[src/rtl/ifu_fetch_if.sv]
// ifu_fetch_if: instruction-memory port between the fetch stage and the memory.
//   master (fetch side) : drives req_valid_o/req_addr_o, receives ready and the response
//   slave  (memory side): receives the request, drives ready and the response
//   req_valid_o  request valid         req_addr_o  request address
//   req_ready_i  memory accepts        resp_valid_i response valid
//   resp_data_i  fetched instruction   resp_err_i  access fault for this response
interface ifu_fetch_if #(
  parameter int XLEN     = 64,
  parameter int INST_LEN = 32
);
  logic                req_valid_o;
  logic [XLEN-1:0]     req_addr_o;
  logic                req_ready_i;
  logic                resp_valid_i;
  logic [INST_LEN-1:0] resp_data_i;
  logic                resp_err_i;

  modport master (
    output req_valid_o, req_addr_o,
    input  req_ready_i, resp_valid_i, resp_data_i, resp_err_i
  );

  modport slave (
    input  req_valid_o, req_addr_o,
    output req_ready_i, resp_valid_i, resp_data_i, resp_err_i
  );
endinterface

[src/rtl/ifu_fetch.sv]
// ifu_fetch: instruction-fetch stage feeding the IF/ID register. Owns the PC, keeps at
// most one request outstanding on the memory port and holds the returned word until
// IF/ID takes it. A bubble is presented as {PC_RESET_ADDR-4, INST_NOP, no trap}.
//   clk, rst       clock, synchronous active-high reset
//   stall_i        IF/ID not accepting; the held word stays presented
//   redirect_i     PC redirect (branch/trap); highest priority
//   redirect_pc_i  redirect target
//   mem            instruction-memory port (master side)
//   inst_addr_o    instruction address to IF/ID
//   inst_data_o    instruction word to IF/ID
//   trap_bus_o     bit0 = misaligned fetch address, bit1 = access fault
//
// state | meaning
// IDLE  | first cycle out of reset, nothing issued
// REQ   | presenting a request at pc (or trapping a misaligned pc)
// WAIT  | request accepted, waiting for its response (drop = discard it)
// FULL  | word held and presented to IF/ID
module ifu_fetch #(
  parameter int                  XLEN          = 64,
  parameter int                  INST_LEN      = 32,
  parameter int                  TRAP_LEN      = 2,
  parameter logic [XLEN-1:0]     PC_RESET_ADDR = 64'h8000_0000,
  parameter logic [INST_LEN-1:0] INST_NOP      = 32'h0000_0013
) (
  input  logic                clk,
  input  logic                rst,
  input  logic                stall_i,
  input  logic                redirect_i,
  input  logic [XLEN-1:0]     redirect_pc_i,
  ifu_fetch_if.master         mem,
  output logic [XLEN-1:0]     inst_addr_o,
  output logic [INST_LEN-1:0] inst_data_o,
  output logic [TRAP_LEN-1:0] trap_bus_o
);

  localparam logic [XLEN-1:0]     BUBBLE_ADDR     = PC_RESET_ADDR - XLEN'(4);
  localparam logic [TRAP_LEN-1:0] TRAP_MISALIGNED = TRAP_LEN'(1);

  typedef enum logic [1:0] {S_IDLE, S_REQ, S_WAIT, S_FULL} state_t;

  state_t              r_state;
  logic [XLEN-1:0]     r_pc;
  logic                r_drop;
  // Held word doubles as the IF/ID output register; it carries the bubble outside FULL.
  logic [XLEN-1:0]     r_out_addr;
  logic [INST_LEN-1:0] r_out_data;
  logic [TRAP_LEN-1:0] r_out_trap;

  logic w_misaligned;
  logic w_req_valid;

  assign w_misaligned = |r_pc[1:0];
  // A redirect in REQ retargets the pc first, so no handshake may happen that cycle.
  assign w_req_valid  = (r_state == S_REQ) && !redirect_i && !w_misaligned;

  assign mem.req_valid_o = w_req_valid;
  assign mem.req_addr_o  = r_pc;
  assign inst_addr_o     = r_out_addr;
  assign inst_data_o     = r_out_data;
  assign trap_bus_o      = r_out_trap;

  always_ff @(posedge clk) begin
    if (rst) begin
      r_state    <= S_IDLE;
      r_pc       <= PC_RESET_ADDR;
      r_drop     <= 1'b0;
      r_out_addr <= BUBBLE_ADDR;
      r_out_data <= INST_NOP;
      r_out_trap <= '0;
    end else begin
      unique case (r_state)
        S_IDLE: r_state <= S_REQ;

        S_REQ: begin
          if (redirect_i) begin
            r_pc <= redirect_pc_i;
          end else if (w_misaligned) begin
            r_out_addr <= r_pc;
            r_out_data <= INST_NOP;
            r_out_trap <= TRAP_MISALIGNED;
            r_state    <= S_FULL;
          end else if (mem.req_ready_i) begin
            r_state <= S_WAIT;
          end
        end

        S_WAIT: begin
          if (mem.resp_valid_i && redirect_i) begin
            // The arriving response is the only one in flight, so any pending drop is satisfied.
            r_pc    <= redirect_pc_i;
            r_drop  <= 1'b0;
            r_state <= S_REQ;
          end else if (redirect_i) begin
            r_pc   <= redirect_pc_i;
            r_drop <= 1'b1;
          end else if (mem.resp_valid_i && r_drop) begin
            r_drop  <= 1'b0;
            r_state <= S_REQ;
          end else if (mem.resp_valid_i) begin
            r_out_addr <= r_pc;
            r_out_data <= mem.resp_data_i;
            r_out_trap <= TRAP_LEN'({mem.resp_err_i, 1'b0});
            r_state    <= S_FULL;
          end
        end

        S_FULL: begin
          if (redirect_i) begin
            r_pc       <= redirect_pc_i;
            r_out_addr <= BUBBLE_ADDR;
            r_out_data <= INST_NOP;
            r_out_trap <= '0;
            r_state    <= S_REQ;
          end else if (!stall_i) begin
            r_pc       <= r_pc + XLEN'(4);
            r_out_addr <= BUBBLE_ADDR;
            r_out_data <= INST_NOP;
            r_out_trap <= '0;
            r_state    <= S_REQ;
          end
        end

        default: r_state <= S_IDLE;
      endcase
    end
  end

endmodule
[src/flat_wrapper.sv]
// flat-port wrapper written by rule: the top's interface ports become plain ports
module ifu_fetch_flat 
#(
  parameter int                  XLEN          = 64,
  parameter int                  INST_LEN      = 32,
  parameter int                  TRAP_LEN      = 2,
  parameter logic [XLEN-1:0]     PC_RESET_ADDR = 64'h8000_0000,
  parameter logic [INST_LEN-1:0] INST_NOP      = 32'h0000_0013
)
  (clk, rst, stall_i, redirect_i, redirect_pc_i, inst_addr_o, inst_data_o, trap_bus_o, mem_req_valid_o, mem_req_addr_o, mem_req_ready_i, mem_resp_valid_i, mem_resp_data_i, mem_resp_err_i);
  ifu_fetch_if #(.XLEN(XLEN), .INST_LEN(INST_LEN)) mem_i ();
  input  logic clk;
  input  logic rst;
  input  logic stall_i;
  input  logic redirect_i;
  input  logic [XLEN-1:0] redirect_pc_i;
  output logic [XLEN-1:0] inst_addr_o;
  output logic [INST_LEN-1:0] inst_data_o;
  output logic [TRAP_LEN-1:0] trap_bus_o;
  output wire logic [$bits(mem_i.req_valid_o)-1:0] mem_req_valid_o;
  output wire logic [$bits(mem_i.req_addr_o)-1:0] mem_req_addr_o;
  input wire logic [$bits(mem_i.req_ready_i)-1:0] mem_req_ready_i;
  input wire logic [$bits(mem_i.resp_valid_i)-1:0] mem_resp_valid_i;
  input wire logic [$bits(mem_i.resp_data_i)-1:0] mem_resp_data_i;
  input wire logic [$bits(mem_i.resp_err_i)-1:0] mem_resp_err_i;
  assign mem_req_valid_o = mem_i.req_valid_o;
  assign mem_req_addr_o = mem_i.req_addr_o;
  assign mem_i.req_ready_i = mem_req_ready_i;
  assign mem_i.resp_valid_i = mem_resp_valid_i;
  assign mem_i.resp_data_i = mem_resp_data_i;
  assign mem_i.resp_err_i = mem_resp_err_i;
  ifu_fetch #(.XLEN(XLEN), .INST_LEN(INST_LEN), .TRAP_LEN(TRAP_LEN), .PC_RESET_ADDR(PC_RESET_ADDR), .INST_NOP(INST_NOP)) u_core (.clk(clk), .rst(rst), .stall_i(stall_i), .redirect_i(redirect_i), .redirect_pc_i(redirect_pc_i), .mem(mem_i), .inst_addr_o(inst_addr_o), .inst_data_o(inst_data_o), .trap_bus_o(trap_bus_o));
endmodule
[config.mk]
export PLATFORM = sky130hd
export DESIGN_NAME = ifu_fetch_flat
export DESIGN_NICKNAME = d
export VERILOG_FILES = /design/src/rtl/ifu_fetch_if.sv /design/src/rtl/ifu_fetch.sv /design/src/flat_wrapper.sv
export SDC_FILE = /design/constraint.sdc
export NUM_CORES = 1
export LEC_CHECK = 0
export BUFFER_PORTS_ARGS = -buffer_cell sky130_fd_sc_hd__buf_2
export CAP_MARGIN = 30
export CELL_PAD_IN_SITES_DETAIL_PLACEMENT = 1
export CELL_PAD_IN_SITES_GLOBAL_PLACEMENT = 1
export CORE_UTILIZATION = 37
export DETAILED_ROUTE_END_ITERATION = 16
export PLACE_DENSITY = 0.81
export SLEW_MARGIN = 20
export SYNTH_ARGS = -nofsm -noshare
export SYNTH_HDL_FRONTEND = slang
export SYNTH_SLANG_ARGS = --single-unit
[constraint.sdc]
create_clock -name clk -period 2.8 [get_ports clk]
set_input_delay 0.42 -clock clk [delete_from_list [all_inputs] [get_ports clk]]
set_output_delay 0.42 -clock clk [all_outputs]
set_load 0.01 [all_outputs]
# After elaboration in Yosys (flattened, before gate mapping)
# Cells that the tools add are included.
# word_totals
regBits	165
input_bits	103
out_inout_bits	163
word_cells	79
# op_classes
addsub	1
n_eq_ne	13
muxes	45
n_reduce_logical	14
# op_table
cell	count
64-bit 2-to-1 mux	12
64-bit case mux with 3 select lines	2
32-bit 2-to-1 mux	8
32-bit case mux with 3 select lines	1
64-bit by 3-bit adder with 64-bit output, second input constant	1
2-bit 2-to-1 mux	17
2-bit != test, second input constant	5
2-bit case mux with 4 select lines	1
8-bit AND reduction	1
3-bit by 2-bit != test with 1-bit output, second input constant	2
2-bit case mux with 3 select lines	1
3-bit nonzero test	2
5-bit AND reduction	1
2-bit equality test, second input constant	2
1-bit logical AND	4
4-bit by 2-bit != test with 1-bit output, second input constant	1
2-bit AND reduction	2
1-bit 2-to-1 mux	3
3-bit != test, second input constant	1
2-bit by 1-bit equality test with 1-bit output, second input constant	1
1-bit logical NOT	2
2-bit logical NOT	1
2-bit by 1-bit != test with 1-bit output, second input constant	1
2-bit OR reduction	1

# Depth between registers and ports, before layout
# Gate-level depths: netlist (run 1).
# logic_depth
word_depth	5
mapped_depth	9
ltp_nobuf	7

# Least setup slack after synthesis (run 1)
# Ideal clock, no wire load.
# synth_path
path_kind	flip-flop to flip-flop
from	register u_core.r_pc[2] (netlist: u_core.mem.req_addr_o[2])
to	register u_core.r_pc[60] (netlist: u_core.mem.req_addr_o[60])
setup_ns	0.116
t_arrival_ns	2.056
t_required_ns	2.684
slack_ns	0.629
path_stages_with_launch	8
path_buffers	1
synth_period_minus_slack_ns	2.171
cell_sequence	dfxtp_1 -> ha_1 -> and3_1 -> buf_2 -> nand2_2 -> or3_4 -> or4_1 -> and3_1
# synth_between
elab_chain_cells	4
# synth_lines
item	line	text
from (decl)	ifu_fetch.sv:42	logic [XLEN-1:0] r_pc;
from (signal assigned)	ifu_fetch.sv:76	r_pc <= redirect_pc_i;
from (signal assigned)	ifu_fetch.sv:90	r_pc <= redirect_pc_i;
from (signal assigned)	ifu_fetch.sv:94	r_pc <= redirect_pc_i;
64-bit by 3-bit adder with 64-bit output	ifu_fetch.sv:115	r_pc <= r_pc + XLEN'(4);
64-bit 2-to-1 mux	ifu_fetch.sv:114	end else if (!stall_i) begin
64-bit 2-to-1 mux	ifu_fetch.sv:108	if (redirect_i) begin
64-bit case mux with 3 select lines	ifu_fetch.sv:71	unique case (r_state)
# Every way passes these cells. The select of a mux whose other input is x is not followed.
# A chain may end at the register's enable or synchronous reset.

# Final worst setup path (run 1)
# layout_path
from	register u_core.r_state[1]
to	register u_core.r_pc[57] (netlist: u_core.mem.req_addr_o[57])
# layout_between
elab_chain_cells	3
elab_cells_between_ends	7
classes_between	eq/ne: 4; mux: 1; reduce/logical: 2
# layout_lines
item	line	text
from (decl)	ifu_fetch.sv:41	state_t r_state;
from (signal assigned)	ifu_fetch.sv:64	r_state <= S_IDLE;
from (signal assigned)	ifu_fetch.sv:72	S_IDLE: r_state <= S_REQ;
from (signal assigned)	ifu_fetch.sv:81	r_state <= S_FULL;
2-bit equality test or 2-bit by 1-bit equality test with 1-bit output (tied branches)	ifu_fetch.sv:71	
3-bit != test (no line) or 3-bit nonzero test (tied branches)	-	
2-bit AND reduction (no line)	-	
# Parallel ways exist; a longest one is shown, timed or not.

==> results.py, run 1 <==
metrics = {
    "outcome": {
        "outcome": "complete, no violations",
    },
    "synth": {
        "ys_types": 76,
        "synth-seq-cells": 165,
        "synth_enable_flop_cells": 0,
        "yosys-top-cells-count": "dfxtp_1, nand2_1, a21oi_1",
        "yosys.area.top_type": "dfxtp_1",
        "yosysMostFrequentCell": "dfxtp_1",
        "syn_inst": 1120,
        "async_reset_ff_share_pct": 0,
        "syn-num-nets": 1228,
        "seq_area_frac_synth_pct": 38.6,
        "synthFlopType": "dfxtp_1",
        "netlist_area_um2": 8560,
        "ys_top_cells_by_area": "dfxtp_1, a21oi_1, nand3_1",
        "synth_top_area_share_pct": 38.6,
        "ys_warn_count": 0,
        "syn_avg_cell_area_um2": 7.64,
    },
    "power": {
        "p_sw_w": 0.00409,
        "cell_internal_pwr_w": 0.00547,
        "cellLeakagePower_nw": 4.39,
        "vdd_drop_max_mv": 0.447,
        "p_total_w": 0.00956,
        "swShare_pct": 42.8,
        "combPwrFrac_pct": 39.1,
        "p_per_area_nw_per_um2": 871,
        "p_clk_share_pct": 25.9,
        "p_seq_share_pct": 35.0,
    },
    "floorplanning": {
        "row_count": 55,
        "die_area_um2": 23700,
        "dieHeight_um": 154,
        "ioPinCount": 266,
        "fp.dieW_um": 154,
        "start_util_pct": 37.8,
        "core_um2": 22600,
    },
    "finish": {
        "fillers": 2850,
        "drive_gt1_share_pct": 28.5,
        "antenna_cells": 0,
        "area_growth_pct": 28.3,
        "nets": 1466,
    },
    "clock_tree": {
        "cts_tree": "yes",
        "cts.sinks": 165,
        "h-tree-depth": 4,
        "cts_inserted_buffers": 17,
        "insertion_delay_ps": 450,
        "clk_pin_slew_ps": 70,
        "clockBufferDepth": 2,
        "cts-root-buf": "clkbuf_16",
    },
    "placement": {
        "gp_congestion": 0.960,
        "port_buffers": 265,
        "dpl.hpwl_mm": 25.4,
    },
    "detailed_routing": {
        "dr.pass1.iters": 5,
        "initialDrtViolationCount": 770,
        "routedWlPerCell_um": 21.6,
        "ant_nets": 0,
        "avgViaCountPerCell": 6.02,
        "num_vias": 9973,
        "drc": 0,
        "wirelength_mm": 35.7,
    },
    "worst_setup_path": {
        "cp.arrival_ps": 2930,
        "rr_startpoint": "u_core.r_state[1]",
        "r2r_slack_ps": 170,
        "worst_ep_required_time_ps": 3090,
        "start_kind": "flip-flop",
        "worstPathMaxFanout": 47,
        "r2r-end": "u_core.mem.req_addr_o[57]",
        "path_class": "reg -> reg",
        "critPathLaunch": "u_core.r_state[1]",
        "worstSetupEndpointType": "flip-flop",
        "r2r_cells": 6,
        "endpoint": "u_core.mem.req_addr_o[57]",
    },
    "global_routing": {
        "grt_pass1_wl_mm": 55.8,
        "grt-ovfl-total": 0,
        "grt_use_total_pct": 30.0,
        "grt_max_degree": 65,
        "grt_pass1_vias": 9888,
        "antenna_found_initial": 2,
    },
    "sta": {
        "hold_viol": 0,
        "finalSetupViolations": 0,
        "skew_ps": 12.4,
        "tightest_slew_ps": 715,
        "relSlewSlack_pct": 52.4,
        "max_freq_mhz": 380,
        "rsz0062_at_grt": "false",
        "post-route-min-period_ps": 2630,
        "fin_setup_tns_ps": 0,
        "drv_slew": 0,
        "period_share_pct": 94.0,
    },
    "job": {
        "cap_violations": 0,
    },
    "hold_path": {
        "holdCritPathClass": "in -> reg",
    },
}
## worst min path at each step
stage                            from                  endpoint  slack (ps)  cells past startpoint
2_1_floorplan       u_core.r_state[1]         u_core.r_state[1]         470                      2
3_3_place_gp   u_core.inst_addr_o[58]    u_core.inst_addr_o[58]         440                      2
3_5_place_dp   u_core.inst_addr_o[60]    u_core.inst_addr_o[60]         440                      2
4_1_cts              mem_resp_valid_i             u_core.r_drop         200                      2
5_1_grt              redirect_pc_i[0]  u_core.mem.req_addr_o[0]         220                      3
6_report             mem_resp_valid_i             u_core.r_drop         210                      2
## critical path: stages, from the launching register on
cell and delay, ps:
dfxtp_1 400, ha_2 240, buf_12 250, nor3b_1 620, o21ai_0 390, a2111oi_0 490
nor4_1 90
## placed cells by master (no fill, tap or decap), types with 5 or more instances in the layout
master     count
nand4_1       26
buf_2        264
and3_1        21
nor4_1        18
o311ai_0       5
a221oi_1       7
o221ai_1       8
clkbuf_16     17
inv_8          5
nand3_1       99
or3_1         13
o21ai_0       69
nor2b_1        6
a31oi_1        5
nand2b_1      10
o211ai_1      18
nor2_1        91
o31ai_1       12
a21oi_1      114
a211oi_1      26
buf_4         58
a311oi_1       7
mux2i_1        6
inv_1         13
and4_1         6
dfxtp_1      165
nand2_1      119
a22oi_1       10
nor3_1        48
## area by class of cell
type                       instances  area (µm²)  share of cell area, %
clock buffer                      17         425                   3.87
timing repair buffer             327        1860                   17.0
clock inverter                    15         186                   1.70
multi-input combinational        833        4790                   43.6
tap                              285         357                   3.25
sequential                       165        3300                   30.1
inverter                          14        52.6                  0.479
## through the flow
stage / cell area, µm² / hold slack, ps / utilization (%) / setup WS [ps] / instances
3_3_place_gp: 10300 / 436 / 45.6 / 234 / 1620
3_5_place_dp: 10300 / 445 / 45.6 / 192 / 1620
5_1_grt: 11000 / 218 / 48.5 / 50.9 / 1656
4_1_cts: 10900 / 197 / 48.3 / 161 / 1652
2_1_floorplan: 8560 / 469 / - / 629 / 1120
6_report: 11000 / 206 / 48.5 / 169 / 1656
## power by group through the flow
stage               sequential (W)  combinational, W  clock, W
floorplan                  0.00345           0.00194         0
global placement           0.00337           0.00357         0
detailed placement         0.00339           0.00366         0
CTS                        0.00334           0.00368   0.00251
global route               0.00342           0.00407   0.00262
finish                     0.00335           0.00374   0.00248
## registers in the layout (all words and copies together), names as in the netlist
register / count
u_core.r_drop: 1
u_core.r_state: 2
u_core.inst_addr_o: 64
u_core.trap_bus_o: 2
u_core.inst_data_o: 32
u_core.mem.req_addr_o: 64
## cells by family (layout without fill, tap and decap cells)
logic type,count (synthesis),in the layout,share of synthesized area (%)
and+or+nand+nor,490,490,29.2
AOI/OAI and AO/OA,329,329,24.6
DFF,165,165,38.6
buffers and inverters,122,373,5.83
muxes,8,8,0.965
adders and majority gates,5,5,0.731
xor gates and xnor gates,1,1,0.102
## routing by layer
| metal | vias to the layer above | wire length (µm) | global-route usage [%] |
|---|---|---|---|
| met5 | - | 8 | 0 |
| met4 | 2 | 807 | 10.5 |
| met3 | 73 | 2890 | 7.33 |
| met2 | 450 | 16500 | 48.8 |
| met1 | 4833 | 15500 | 38.6 |
| li1 | 4615 | - | - |
## what timing repair did
action | in CTS | in global routing
endpoints found under the setup margin | 0 | 3
resized for setup | 0 | 1
buffers inserted | 0 | 3
hold buffers | 0 | 0
Note: power is estimated with default switching activity, not from simulation.
==> run 2: changes to the inputs <==
==> constraint.sdc (replaced) <==
create_clock -name clk -period 2.8 [get_ports clk]
set_input_delay 0.28 -clock clk [delete_from_list [all_inputs] [get_ports clk]]
set_output_delay 0.28 -clock clk [all_outputs]
set_load 0.01 [all_outputs]
==> results.py, run 2 (same netlist as run 1, synthesis figures left out) <==
metrics = {
    "floorplanning": {
        "dieHeight_um": 154,
        "row_count": 55,
        "ioPinCount": 266,
        "die_area_um2": 23700,
        "fp.dieW_um": 154,
        "start_util_pct": 37.8,
        "core_um2": 22600,
    },
    "detailed_routing": {
        "routedWlPerCell_um": 22.5,
        "drc": 0,
        "wirelength_mm": 37.2,
        "ant_nets": 0,
        "initialDrtViolationCount": 729,
        "avgViaCountPerCell": 6.06,
        "num_vias": 10020,
        "dr.pass1.iters": 5,
    },
    "clock_tree": {
        "ctsResizeCount": 0,
        "cts-root-buf": "clkbuf_16",
        "insertion_delay_ps": 450,
        "cts_inserted_buffers": 17,
        "ctsHoldBuffers": 0,
        "postCtsSetupBuffers": 0,
        "cts.sinks": 165,
        "h-tree-depth": 4,
        "clockBufferDepth": 2,
        "cts_tree": "yes",
        "clk_pin_slew_ps": 80,
    },
    "global_routing": {
        "grt_pass1_wl_mm": 57.4,
        "grt_max_degree": 58,
        "antenna_found_initial": 2,
        "grt-ovfl-total": 0,
        "grt_pass1_vias": 10096,
        "grt_use_total_pct": 31.2,
    },
    "finish": {
        "nets": 1463,
        "multiInputGateArea_um2": 4790,
        "drive_gt1_share_pct": 28.3,
        "mostFrequentLayoutCell": "buf_2",
        "area_growth_pct": 27.4,
        "fin_cells": 1654,
        "fillers": 2852,
        "final_cell_mix": "buf_2, dfxtp_1, nand2_1",
        "regArea_um2": 3300,
    },
    "power": {
        "p_clk_share_pct": 25.9,
        "combPwrFrac_pct": 38.8,
        "p_total_w": 0.00958,
        "cell_internal_pwr_w": 0.00547,
        "p_seq_share_pct": 35.3,
        "p_per_area_nw_per_um2": 879,
        "cellLeakagePower_nw": 4.36,
        "vdd_drop_max_mv": 0.472,
        "p_sw_w": 0.00411,
        "swShare_pct": 42.9,
    },
    "sta": {
        "fin_setup_tns_ps": 0,
        "tightest_slew_ps": 723,
        "drv_slew": 0,
        "rsz0062_at_grt": "false",
        "finalSetupViolations": 0,
        "post-route-min-period_ps": 2580,
        "skew_ps": 10.3,
        "max_freq_mhz": 388,
        "hold_viol": 0,
        "period_share_pct": 92.0,
        "relSlewSlack_pct": 51.8,
    },
    "worst_setup_path": {
        "r2r_slack_ps": 220,
        "start_kind": "flip-flop",
        "r2r-end": "u_core.mem.req_addr_o[61]",
        "r2r_cells": 5,
        "worstPathMaxFanout": 16,
        "path_class": "reg -> reg",
        "rr_startpoint": "u_core.mem.req_addr_o[21]",
        "worst_ep_required_time_ps": 3090,
        "cp.arrival_ps": 2870,
        "worstSetupEndpointType": "flip-flop",
    },
    "hold_path": {
        "holdCritPathClass": "in -> reg",
        "hold_end": "u_core.mem.req_addr_o[0]",
        "worstHoldStart": "redirect_pc_i[0]",
        "hold_path_depth": 3,
    },
    "placement": {
        "place_inst": 1621,
        "dpl.hpwl_mm": 26.4,
        "gp_congestion": 0.936,
        "port_buffers": 265,
    },
    "outcome": {
        "outcome": "complete, no violations",
    },
    "job": {
        "cap_violations": 0,
    },
}
==> run 2: cell types whose count changed in the layout (fill, tap and decap cells not counted), sizes merged <==
| cell | delta |
|---|---|
| buf | -3 |
| clkinv | -4 |
| bufinv | +1 |
| clkinvlp | +2 |
| inv | +1 |
| diode | +1 |
==> run 2: worst max-delay path, cell delays in order, from the launching register on <==
cell and delay [ps]:
dfxtp_1 510, nand3_1 220, nor4_2 560, nand4_2 460
o311ai_0 480, o221ai_1 180
==> run 2: layout make-up <==
cell class,instances,share of cell area [%]
Timing Repair Buffer,324,16.6
Clock buffer,17,3.90
Antenna cell,1,0.0229
Tap cell,285,3.27
Clock inverter,15,1.54
Inverter,14,0.482
Multi-Input combinational cell,833,43.9
Sequential cell,165,30.3
==> run 2: metal layers <==
metal / vias up / global-route usage [%] / share of wire [%]
met4: 2 / 11.8 / 2.4
met5: - / 0 / 0.035
met1: 4894 / 40.6 / 43
li1: 4607 / - / -
met3: 63 / 7.05 / 8.4
met2: 454 / 50.4 / 46
==> run 2: power by group through the flow <==
stage	Sequential [W]	Combinational (W)	Clock (W)
after floorplan	0.00345	0.00194	0
after global placement	0.00339	0.00359	0
after detailed placement	0.00341	0.00366	0
after CTS	0.00336	0.00369	0.00251
after global routing	0.00346	0.00403	0.00259
final	0.00338	0.00372	0.00248
==> run 2: metrics by stage <==
stage                     utilization [%]  cell area [µm²]  hold WS [ps]  setup slack (ps)
final                                48.2            10900          71.5               225
after CTS                            48.2            10900          61.0               287
after floorplan                         -             8560           380               629
after global placement               45.5            10300           434               373
after global routing                 48.2            10900          94.0               127
after detailed placement             45.5            10300           442               313
==> run 2: worst max-delay path by stage <==
stage | slack, ps | endpoint | start | cells past startpoint
5_1_grt | 130 | u_core.mem.req_addr_o[46] | u_core.mem.req_addr_o[25] | 5
4_1_cts | 290 | u_core.mem.req_addr_o[63] | u_core.mem.req_addr_o[20] | 5
3_3_place_gp | 370 | u_core.mem.req_addr_o[63] | u_core.mem.req_addr_o[21] | 5
6_report | 220 | u_core.mem.req_addr_o[61] | u_core.mem.req_addr_o[21] | 5
3_5_place_dp | 310 | u_core.inst_addr_o[60] | u_core.r_state[0] | 7
2_1_floorplan | 630 | u_core.mem.req_addr_o[60] | u_core.mem.req_addr_o[2] | 7
==> run 3: changes to the inputs <==
--- a/config.mk
+++ b/config.mk
@@ -5,6 +5,7 @@
 export SDC_FILE = /design/constraint.sdc
 export NUM_CORES = 1
 export LEC_CHECK = 0
+export ABC_CLOCK_PERIOD_IN_PS = 2800
 export BUFFER_PORTS_ARGS = -buffer_cell sky130_fd_sc_hd__buf_2
 export CAP_MARGIN = 30
 export CELL_PAD_IN_SITES_DETAIL_PLACEMENT = 1
@@ -12,6 +13,7 @@
 export CORE_UTILIZATION = 37
 export DETAILED_ROUTE_END_ITERATION = 16
 export PLACE_DENSITY = 0.81
+export REMOVE_ABC_BUFFERS = 1
 export SLEW_MARGIN = 20
 export SYNTH_ARGS = -nofsm -noshare
 export SYNTH_HDL_FRONTEND = slang
==> results.py, run 3 (same netlist as run 1, synthesis figures left out) <==
metrics = {
    "detailed_routing": {
        "wirelength_mm": 35.7,
        "drc": 0,
        "wl_met2_mm": 16.6,
        "avgViaCountPerCell": 6.09,
        "highest_layer": "met5",
        "dr_wl_met3_mm": 3.05,
        "wl_met1_mm": 14.8,
        "routedWlPerCell_um": 21.6,
        "initialDrtViolationCount": 862,
        "num_vias": 10034,
        "dr.pass1.iters": 5,
        "ant_nets": 0,
    },
    "floorplanning": {
        "start_util_pct": 37.8,
        "ioPinCount": 266,
        "die_area_um2": 23700,
        "core_um2": 22600,
        "row_count": 55,
        "fp.dieW_um": 154,
        "dieHeight_um": 154,
    },
    "hold_path": {
        "hold_path_depth": 2,
        "holdCritPathClass": "in -> reg",
    },
    "global_routing": {
        "grt_use_total_pct": 29.9,
        "grt_pass1_wl_mm": 55.9,
        "grt_max_degree": 50,
        "antenna_found_initial": 3,
        "grt-ovfl-total": 0,
        "grt_pass1_vias": 9996,
    },
    "worst_setup_path": {
        "critical_path_buf_inv_count": 0,
        "worst_ep_required_time_ps": 3090,
        "worstPathMaxFanout": 9,
        "worst_path_max_delay_cell": "nor4_1",
        "path_class": "reg -> reg",
        "cpMostUsedCell": "nand4_1",
        "r2r_cells": 5,
        "slowest_delay_ps": 700,
        "cp.arrival_ps": 2830,
        "worstSetupPathDepth": 5,
        "crit_chain": "nand4_1 > nor4_1 > nand4_1 > mux2i_1 > o22ai_1",
        "start_kind": "flip-flop",
        "critPathTopFamily": "simple AND/OR/NAND/NOR gates",
        "worstSetupEndpointType": "flip-flop",
    },
    "sta": {
        "period_share_pct": 90.6,
        "skew_ps": 8.02,
        "drv_slew": 0,
        "rsz0062_at_grt": "false",
        "max_freq_mhz": 394,
        "relSlewSlack_pct": 49.6,
        "post-route-min-period_ps": 2540,
        "worst_slack_ps": 264,
        "hold_viol": 0,
        "tightest_slew_ps": 749,
        "finalSetupViolations": 0,
    },
    "finish": {
        "nets": 1458,
        "area_growth_pct": 27.0,
        "drive_gt1_share_pct": 27.7,
        "regArea_um2": 3300,
        "final_cell_mix": "buf_2, dfxtp_1, nand2_1",
        "multiInputGateArea_um2": 4790,
        "fin_area_um2": 10900,
        "fillers": 2873,
        "mostFrequentLayoutCell": "buf_2",
    },
    "clock_tree": {
        "ctsHoldBuffers": 0,
        "insertion_delay_ps": 430,
        "ctsResizeCount": 0,
        "clockBufferDepth": 2,
        "cts_tree": "yes",
        "postCtsSetupBuffers": 0,
        "h-tree-depth": 4,
        "cts_inserted_buffers": 17,
        "cts-root-buf": "clkbuf_16",
        "clk_pin_slew_ps": 60,
        "cts.sinks": 165,
    },
    "power": {
        "cellLeakagePower_nw": 4.32,
        "vdd_drop_max_mv": 0.485,
        "p_total_w": 0.00944,
        "p_per_area_nw_per_um2": 869,
    },
    "placement": {
        "dp_slack_ps": 346,
        "gp_congestion": 0.947,
        "place_area_um2": 10300,
        "port_buffers": 265,
        "dpl.hpwl_mm": 25.0,
    },
    "outcome": {
        "outcome": "complete, no violations",
    },
    "job": {
        "cap_violations": 0,
    },
}
==> run 3: changes by cell type in the layout (fill, tap and decap cells not counted), sizes merged <==
cell    change
inv         -8
buf         -5
clkbuf      +5
bufinv      +1
diode       +1
==> run 3: worst paths after layout <==
| kind | endpoint | slack, ps | from |
|---|---|---|---|
| setup / recovery | u_core.mem.req_addr_o[42] | 260 | u_core.mem.req_addr_o[28] |
| hold / removal | u_core.r_drop | 80 | mem_resp_valid_i |
| setup reg to reg | u_core.mem.req_addr_o[42] | 260 | u_core.mem.req_addr_o[28] |
| hold reg to reg | u_core.inst_addr_o[57] | 450 | u_core.inst_addr_o[57] |
==> run 3: layer usage <==
metal  track usage, %  vias up
li1                 -     4605
met1             37.3     4868
met2             49.1      470
met3             6.85       89
met4             13.1        2
met5                0        -
==> run 3: metrics by stage <==
| stage | hold WS (ps) | utilization (%) | instances | setup TNS [ps] |
|---|---|---|---|---|
| CTS | 71.8 | 48.0 | 1646 | 0 |
| global route | 87.7 | 48.0 | 1647 | 0 |
| global placement | 435 | 45.4 | 1616 | 0 |
| floorplan | 349 | - | 1012 | -469700 |
| finish | 83.0 | 48.0 | 1648 | 0 |
| detailed placement | 440 | 45.4 | 1616 | 0 |
==> run 3: where the power goes <==
group,internal [W],leakage [nW],switching (W)
Clock,0.00144,0.278,0.00102
Sequential,0.00281,1.34,0.000575
Combinational,0.00128,2.70,0.00231
==> run 3: final cells by class <==
| type | instances | area share [%] |
|---|---|---|
| well taps | 285 | 3.28 |
| clock buffers | 22 | 4.27 |
| clock inverters | 8 | 1.16 |
| multi-input cells | 833 | 44.1 |
| flip-flops and latches | 165 | 30.4 |
| diodes | 2 | 0.0461 |
| repair buffers | 319 | 16.3 |
| inverters | 14 | 0.484 |
